### config.mk
export PLATFORM = sky130hd
export DESIGN_NAME = inst_issue_queue_flat
export DESIGN_NICKNAME = d
export VERILOG_FILES = /design/src/rtl/iq_pkg.sv /design/src/rtl/inst_issue_queue_if.sv /design/src/rtl/inst_issue_queue.sv /design/src/flat_wrapper.sv
export SDC_FILE = /design/constraint.sdc
export NUM_CORES = 2
export LEC_CHECK = 0
export ABC_AREA = 1
export ABC_CLOCK_PERIOD_IN_PS = 8700
export BUFFER_PORTS_ARGS = -buffer_cell sky130_fd_sc_hd__buf_2
export CORE_MARGIN = 2
export CORE_UTILIZATION = 57
export DETAILED_ROUTE_END_ITERATION = 6
export GPL_ROUTABILITY_DRIVEN = 0
export GPL_TIMING_DRIVEN = 0
export HOLD_SLACK_MARGIN = 0.03
export PLACE_DENSITY_LB_ADDON = 0.08
export SYNTH_ARGS = -nofsm -noshare
export SYNTH_HDL_FRONTEND = slang
export SYNTH_SLANG_ARGS = --single-unit
### constraint.sdc
create_clock -name clk -period 8.7 [get_ports clk]
set_input_delay 0.87 -clock clk [delete_from_list [all_inputs] [get_ports clk]]
set_output_delay 0.87 -clock clk [all_outputs]
set_load 0.02 [all_outputs]
### src/rtl/iq_pkg.sv
// Shared definitions for the instruction issue queue: opcode constants,
// the stored entry layout and the load/store classification helper that
// the decoder also reuses.
package iq_pkg;

  // Payload widths carried inside each stored entry.
  localparam int IQ_INST_W = 32;
  localparam int IQ_ADDR_W = 32;

  // RISC-V major opcodes that route to the load/store buffer.
  localparam logic [6:0] OPCODE_LOAD  = 7'b0000011;
  localparam logic [6:0] OPCODE_STORE = 7'b0100011;

  // One buffered instruction with its PC and prediction tags.
  typedef struct packed {
    logic [IQ_INST_W-1:0] inst;
    logic [IQ_ADDR_W-1:0] pc;
    logic                 pred_jump;
    logic [IQ_ADDR_W-1:0] pred_pc;
  } iq_entry_t;

  // True when the instruction targets the LS buffer rather than the RS.
  function automatic logic is_ls(input logic [IQ_INST_W-1:0] inst);
    return (inst[6:0] == OPCODE_LOAD) || (inst[6:0] == OPCODE_STORE);
  endfunction

endpackage

### src/rtl/inst_issue_queue_if.sv
// Fetch/decode-side bus of the instruction issue queue.
//
// Handshake: the fetcher may assert in_valid in a cycle only if iq_full was
// low in the previous cycle; an in_valid that meets a full queue is dropped
// and latched into overflow. On the decode side a transfer happens on every
// edge where the queue launches: out_valid is registered and is high for
// exactly the cycle after the launching edge, and the queue only launches
// when id_ready is high and the targeted back-end (rob plus rs or lsb) has
// room, so the decoder never has to stall a presented instruction.
// rdy low freezes the queue; flush discards everything buffered.
interface inst_issue_queue_if #(
  parameter int DEPTH  = 16,
  parameter int INST_W = 32,
  parameter int ADDR_W = 32
);
  localparam int CW = $clog2(DEPTH) + 1;

  logic              rdy;
  logic              flush;
  logic              rob_full;
  logic              rs_full;
  logic              lsb_full;

  logic              in_valid;
  logic [INST_W-1:0] in_inst;
  logic [ADDR_W-1:0] in_pc;
  logic              in_pred_jump;
  logic [ADDR_W-1:0] in_pred_pc;
  logic              iq_full;
  logic [CW-1:0]     count;
  logic              overflow;

  logic              id_ready;
  logic              out_valid;
  logic [INST_W-1:0] out_inst;
  logic [ADDR_W-1:0] out_pc;
  logic              out_pred_jump;
  logic [ADDR_W-1:0] out_pred_pc;

  // Environment side: fetcher, decoder and back-end status.
  modport master (
    output rdy, flush, rob_full, rs_full, lsb_full,
    output in_valid, in_inst, in_pc, in_pred_jump, in_pred_pc,
    output id_ready,
    input  iq_full, count, overflow,
    input  out_valid, out_inst, out_pc, out_pred_jump, out_pred_pc
  );

  // Queue side.
  modport slave (
    input  rdy, flush, rob_full, rs_full, lsb_full,
    input  in_valid, in_inst, in_pc, in_pred_jump, in_pred_pc,
    input  id_ready,
    output iq_full, count, overflow,
    output out_valid, out_inst, out_pc, out_pred_jump, out_pred_pc
  );

endinterface

### src/rtl/inst_issue_queue.sv
// Circular instruction queue between fetch and decode. Buffers instructions
// with PC and prediction tags and launches at most one per cycle when the
// decoder, ROB and the targeted back-end structure (LSB for loads/stores,
// RS otherwise) can all accept it.
// Optional feature macro: IQ_BYPASS_EN -- an instruction arriving at an empty
// queue that could launch right away goes straight to out_* on that edge.
module inst_issue_queue
  import iq_pkg::*;
#(
  parameter int DEPTH  = 16,
  parameter int INST_W = 32,
  parameter int ADDR_W = 32
) (
  input logic                clk,
  input logic                rst,
  inst_issue_queue_if.slave  bus
);

  localparam int PW = $clog2(DEPTH);
  localparam int CW = PW + 1;
  localparam logic [CW-1:0] CNT_FULL  = CW'(DEPTH);
  localparam logic [CW-1:0] CNT_ALMOST = CW'(DEPTH - 1);

  logic [PW-1:0] head;
  logic [PW-1:0] tail;
  logic [CW-1:0] cnt;
  iq_entry_t     mem [DEPTH];

  iq_entry_t     out_q;
  logic          out_valid_q;
  logic          overflow_q;

  iq_entry_t     head_e;
  iq_entry_t     in_e;
  logic          launch;
  logic          byp;
  logic          enq;
  logic          drop;

  // Launch / enqueue decisions for this cycle. launch never looks at
  // in_valid, which keeps in_valid out of the iq_full cone.
  always_comb begin
    head_e = mem[head];
    in_e   = '{inst:      IQ_INST_W'(bus.in_inst),
               pc:        IQ_ADDR_W'(bus.in_pc),
               pred_jump: bus.in_pred_jump,
               pred_pc:   IQ_ADDR_W'(bus.in_pred_pc)};

    launch = (cnt != '0) && bus.id_ready && !bus.rob_full &&
             (is_ls(head_e.inst) ? !bus.lsb_full : !bus.rs_full);

`ifdef IQ_BYPASS_EN
    byp = (cnt == '0) && bus.in_valid && bus.id_ready && !bus.rob_full &&
          (is_ls(in_e.inst) ? !bus.lsb_full : !bus.rs_full);
`else
    byp = 1'b0;
`endif

    enq  = bus.in_valid && (cnt != CNT_FULL) && !byp;
    drop = bus.in_valid && (cnt == CNT_FULL);
  end

  // Pointers, occupancy and output register; flush wins over launch/enqueue,
  // and rdy low freezes everything including flush.
  always_ff @(posedge clk or negedge rst) begin
    if (!rst) begin
      head        <= '0;
      tail        <= '0;
      cnt         <= '0;
      out_valid_q <= 1'b0;
      out_q       <= '0;
    end else if (bus.rdy) begin
      if (bus.flush) begin
        head        <= '0;
        tail        <= '0;
        cnt         <= '0;
        out_valid_q <= 1'b0;
      end else begin
        if (launch) begin
          out_q       <= head_e;
          out_valid_q <= 1'b1;
          head        <= head + PW'(1);
        end else if (byp) begin
          out_q       <= in_e;
          out_valid_q <= 1'b1;
        end else begin
          out_valid_q <= 1'b0;
        end
        if (enq) begin
          tail <= tail + PW'(1);
        end
        cnt <= cnt + CW'(enq) - CW'(launch);
      end
    end
  end

  // Sticky overflow: only reset clears it; a flush cycle discards in_valid.
  always_ff @(posedge clk or negedge rst) begin
    if (!rst) begin
      overflow_q <= 1'b0;
    end else if (bus.rdy && !bus.flush && drop) begin
      overflow_q <= 1'b1;
    end
  end

  // Entry storage; contents need no reset since count gates every read.
  always_ff @(posedge clk) begin
    if (bus.rdy && !bus.flush && enq) begin
      mem[tail] <= in_e;
    end
  end

  // The fetcher sees "full" one cycle ahead: a queue one short of full is
  // reported full unless an instruction leaves this cycle.
  assign bus.iq_full = (cnt == CNT_FULL) || ((cnt == CNT_ALMOST) && !launch);

  assign bus.count         = cnt;
  assign bus.overflow      = overflow_q;
  assign bus.out_valid     = out_valid_q;
  assign bus.out_inst      = INST_W'(out_q.inst);
  assign bus.out_pc        = ADDR_W'(out_q.pc);
  assign bus.out_pred_jump = out_q.pred_jump;
  assign bus.out_pred_pc   = ADDR_W'(out_q.pred_pc);

endmodule
### src/flat_wrapper.sv
// flat-port wrapper written by rule: the top's interface ports become plain ports
module inst_issue_queue_flat import iq_pkg::*;
#(
  parameter int DEPTH  = 16,
  parameter int INST_W = 32,
  parameter int ADDR_W = 32
)
  (clk, rst, bus_rdy, bus_flush, bus_rob_full, bus_rs_full, bus_lsb_full, bus_in_valid, bus_in_inst, bus_in_pc, bus_in_pred_jump, bus_in_pred_pc, bus_id_ready, bus_iq_full, bus_count, bus_overflow, bus_out_valid, bus_out_inst, bus_out_pc, bus_out_pred_jump, bus_out_pred_pc);
  inst_issue_queue_if #(.DEPTH(DEPTH), .INST_W(INST_W), .ADDR_W(ADDR_W)) bus_i ();
  input logic clk;
  input logic rst;
  input wire logic [$bits(bus_i.rdy)-1:0] bus_rdy;
  input wire logic [$bits(bus_i.flush)-1:0] bus_flush;
  input wire logic [$bits(bus_i.rob_full)-1:0] bus_rob_full;
  input wire logic [$bits(bus_i.rs_full)-1:0] bus_rs_full;
  input wire logic [$bits(bus_i.lsb_full)-1:0] bus_lsb_full;
  input wire logic [$bits(bus_i.in_valid)-1:0] bus_in_valid;
  input wire logic [$bits(bus_i.in_inst)-1:0] bus_in_inst;
  input wire logic [$bits(bus_i.in_pc)-1:0] bus_in_pc;
  input wire logic [$bits(bus_i.in_pred_jump)-1:0] bus_in_pred_jump;
  input wire logic [$bits(bus_i.in_pred_pc)-1:0] bus_in_pred_pc;
  input wire logic [$bits(bus_i.id_ready)-1:0] bus_id_ready;
  output wire logic [$bits(bus_i.iq_full)-1:0] bus_iq_full;
  output wire logic [$bits(bus_i.count)-1:0] bus_count;
  output wire logic [$bits(bus_i.overflow)-1:0] bus_overflow;
  output wire logic [$bits(bus_i.out_valid)-1:0] bus_out_valid;
  output wire logic [$bits(bus_i.out_inst)-1:0] bus_out_inst;
  output wire logic [$bits(bus_i.out_pc)-1:0] bus_out_pc;
  output wire logic [$bits(bus_i.out_pred_jump)-1:0] bus_out_pred_jump;
  output wire logic [$bits(bus_i.out_pred_pc)-1:0] bus_out_pred_pc;
  assign bus_i.rdy = bus_rdy;
  assign bus_i.flush = bus_flush;
  assign bus_i.rob_full = bus_rob_full;
  assign bus_i.rs_full = bus_rs_full;
  assign bus_i.lsb_full = bus_lsb_full;
  assign bus_i.in_valid = bus_in_valid;
  assign bus_i.in_inst = bus_in_inst;
  assign bus_i.in_pc = bus_in_pc;
  assign bus_i.in_pred_jump = bus_in_pred_jump;
  assign bus_i.in_pred_pc = bus_in_pred_pc;
  assign bus_i.id_ready = bus_id_ready;
  assign bus_iq_full = bus_i.iq_full;
  assign bus_count = bus_i.count;
  assign bus_overflow = bus_i.overflow;
  assign bus_out_valid = bus_i.out_valid;
  assign bus_out_inst = bus_i.out_inst;
  assign bus_out_pc = bus_i.out_pc;
  assign bus_out_pred_jump = bus_i.out_pred_jump;
  assign bus_out_pred_pc = bus_i.out_pred_pc;
  inst_issue_queue #(.DEPTH(DEPTH), .INST_W(INST_W), .ADDR_W(ADDR_W)) u_core (.clk(clk), .rst(rst), .bus(bus_i));
endmodule
==> metrics.yaml <==
timing:
  worst_slew_pin_slew_ps: 1500
  holdWs_ps: 54.3
  setup_violations: 0
  slew_headroom_pct: -0.0761
  finalCriticalPeriod_ps: 4390
  fin_crit_sh_pct: 50.5
  slew_viol_final: 10
  max_freq_mhz: 228
  rsz0062_at_grt: "false"
  hold_viol: 0
  skew_ps: 22.7
  final.setup.tns_ps: 0
grt:
  grt_pass1_wl_mm: 280
  grt_max_degree: 65
  antenna_found_initial: 19
  grt_pass1_vias: 41400
  overflow: 0
  grt_usage_pct: 33.5
place:
  numPortBuffers: 210
  dp_cells: 6511
  post-dp-hpwl_mm: 127
synth:
  synth-compound-area-share_pct: 10.8
  synth.mux.area_fraction_pct: 0
  yosysWarningCount: 0
  synth_xor_area_share_pct: 0.0681
  synth_area_per_cell_sq_um: 13.6
  ys_async_sr_fraction_pct: 6.73
  synth_adder_area_share_pct: 0.265
  syn_nets: 4849
  syn-cell-area_sq_um: 64300
  synth_seq_area_share_pct: 76.8
  synth_ff_type: "edfxtp_1"
  ys_types: 31
  synth_top_family_by_area: "compound AO/OA/AOI/OAI gates"
  syn_inst: 4730
  synth-edff-count: 1552
  synth-simple-area-share_pct: 9.31
  synth-seq-cells: 1664
run_status:
  violations: "max-capacitance violations, max-slew violations"
  status: "finished with violations"
final_layout:
  nets: 5298
  regArea_sq_um: 49400
  multi_input_area_sq_um: 13300
  drive_gt1_share_pct: 11.7
  syn2layout_area_growth_pct: 15.5
  utilization_pct: 66.2
  fillers: 8037
  finalNonFillerCells: 6833
floorplan:
  die_h_um: 340
  die_w_um: 340
  die_area_sq_um: 116000
  core_sq_um: 112000
  initial_utilization_pct: 57.3
  ios: 211
  row_count: 123
setup_path:
  crit_path_max_incr_delay_ps: 1070
  crit_path_start_kind: "flop"
  rrSetupSlack_ps: 4310
  worst-setup-path-type: "flop to flop"
  cp.required_ps: 9410
  crit_start: "u_core.head[3]"
  cp.arrival_ps: 5100
  crit_top_cell: "clkbuf_1"
  endpoint_kind: "flop"
  r2r_cells: 9
  crit_slowest_cell: "clkbuf_1"
  rr_startpoint: "u_core.head[3]"
  path_max_fanout: 10
  crit_end: "u_core.bus.out_pc[2]"
  cp_cell_sequence: "clkbuf_1, inv_1, clkbuf_1, clkbuf_1, clkbuf_1, nand3_1, nand2_1, nand2_1, nand2_1"
  r2r_end: "u_core.bus.out_pc[2]"
clock_network:
  cts_sinks: 1664
  htreeDepth: 4
  postCtsHoldBufs: 0
  cts_tree: "built"
  cts.clk_slew.worst_paths_ps: 60
  post_cts_resize_count: 0
  root_buffer: "clkbuf_16"
  clock_latency_ps: 770
  cts_buffers: 165
  cts_setup_buffers: 0
  cts_buffer_depth: 3
flow_run:
  drv_cap: 2
route:
  wl_mm: 195
  drc_errors: 0
  drtIter0Drc: 6482
  first_pass_iters: 5
  vias: 43200
  detail-route-antenna-nets: 0
  avgRoutedWirePerCell_um: 28.5
  vias_per_cell: 6.32
pwr:
  powerDensity_nw_per_um2: 247
  ir_drop_mv: 0.209
  p_leak_nw: 25.8
hold_path:
  min_path_type: "input port to async pin"
[worst min path at each step]
stage	startpoint	end	slack [ps]	depth (start not counted)
detailed placement	u_core.bus.out_pred_pc[2]	u_core.bus.out_pred_pc[2]	450	2
CTS	rst	u_core.bus.out_inst[1]	60	1
floorplan	u_core.head[1]	u_core.head[1]	560	3
global placement	u_core.bus.out_pred_pc[23]	u_core.bus.out_pred_pc[23]	450	2
global route	rst	u_core.bus.out_inst[1]	100	1
finish	rst	u_core.bus.out_inst[1]	50	1
[synthesized netlist by cell type, types with 2 or more instances]
master	count	area, sq um
buf_2	31	155
nor2_1	590	2210
inv_1	79	297
o211ai_1	58	435
o221ai_1	282	2470
o22ai_1	86	538
buf_6	14	158
nand2_1	709	2660
o21ai_0	591	2960
nand4_1	4	25.0
edfxtp_1	1552	46600
buf_4	7	52.6
a31o_2	17	149
nand3_1	209	1050
ha_1	12	150
a21oi_1	77	385
clkbuf_1	248	931
inv_2	2	7.51
xor2_1	4	35.0
dfrtp_1	112	2800
or2_2	4	25.0
buf_1	33	124
[per-stage QoR]
stage	cell area, sq um	worst slack [ps]	power, mW
after floorplan	64300	2630	10.5
after global placement	67200	-2990	11.4
after CTS	74200	4080	18.3
final	74300	4310	18.3
after global routing	74200	4160	18.8
after detailed placement	68900	4430	11.4
[layout make-up]
type                       count  area share, %
antenna                       10         0.0337
sequential                  1664           66.5
clock buffer                 222           6.15
clock inverter                89           1.01
multi-input combinational   2651           17.9
buffer                       333           1.92
tap                         1500           2.53
inverter                      82          0.415
timing repair buffer         282           3.51
[registers in the layout, summed over array words and instances (netlist names)]
register	cells
u_core.bus.count	5
u_core.bus.out_inst	32
u_core.bus.out_pc	32
u_core.bus.out_pred_jump	1
u_core.bus.out_pred_pc	32
u_core.bus.out_valid	1
u_core.bus.overflow	1
u_core.head	4
u_core.mem	1552
u_core.tail	4
[cells in the final DEF, fill, tap and decap left out, drive strengths merged, types with 17 or more instances in the layout]
cell type,count
a31o,17
dfrtp,112
nand2,709
o221ai,282
nor2,591
edfxtp,1552
clkbuf,470
nand3,209
clkinv,64
a21oi,77
inv,89
o21ai,591
buf,367
o211ai,58
o22ai,86
[report_power, final]
part / leakage (nW) / total [mW] / switching [mW] / internal [mW]
registers: 15.4 / 9.17 / 0.136 / 9.03
clock network: 2.61 / 7.04 / 3.05 / 4.00
logic: 7.79 / 2.13 / 1.54 / 0.593
[worst max-delay path: cells and delay by family (launching register included)]
family	cells	cell delay (ps)
buffers and inverters	5	3270
and+or+nand+nor	4	700
DFF	1	360
[metal layers]
metal,vias to the layer above,track usage (%),share of wire (%)
li1,18600,-,-
met1,21400,48.3,39
met2,2831,50.5,45
met3,429,6.56,12
met4,22,14.0,4.1
met5,-,0,0.067
[kinds of logic (layout without fill, tap and decap cells)]
| group | Yosys count | after routing |
|---|---|---|
| xor gates and xnor gates | 5 | 5 |
| other | 0 | 10 |
| buffers and inverters | 415 | 1008 |
| AOI/OAI and AO/OA | 1115 | 1115 |
| DFF | 1664 | 1664 |
| and+or+nand+nor | 1518 | 1518 |
| adders and majority gates | 13 | 13 |
Note: power is estimated with default switching activity, not from simulation.
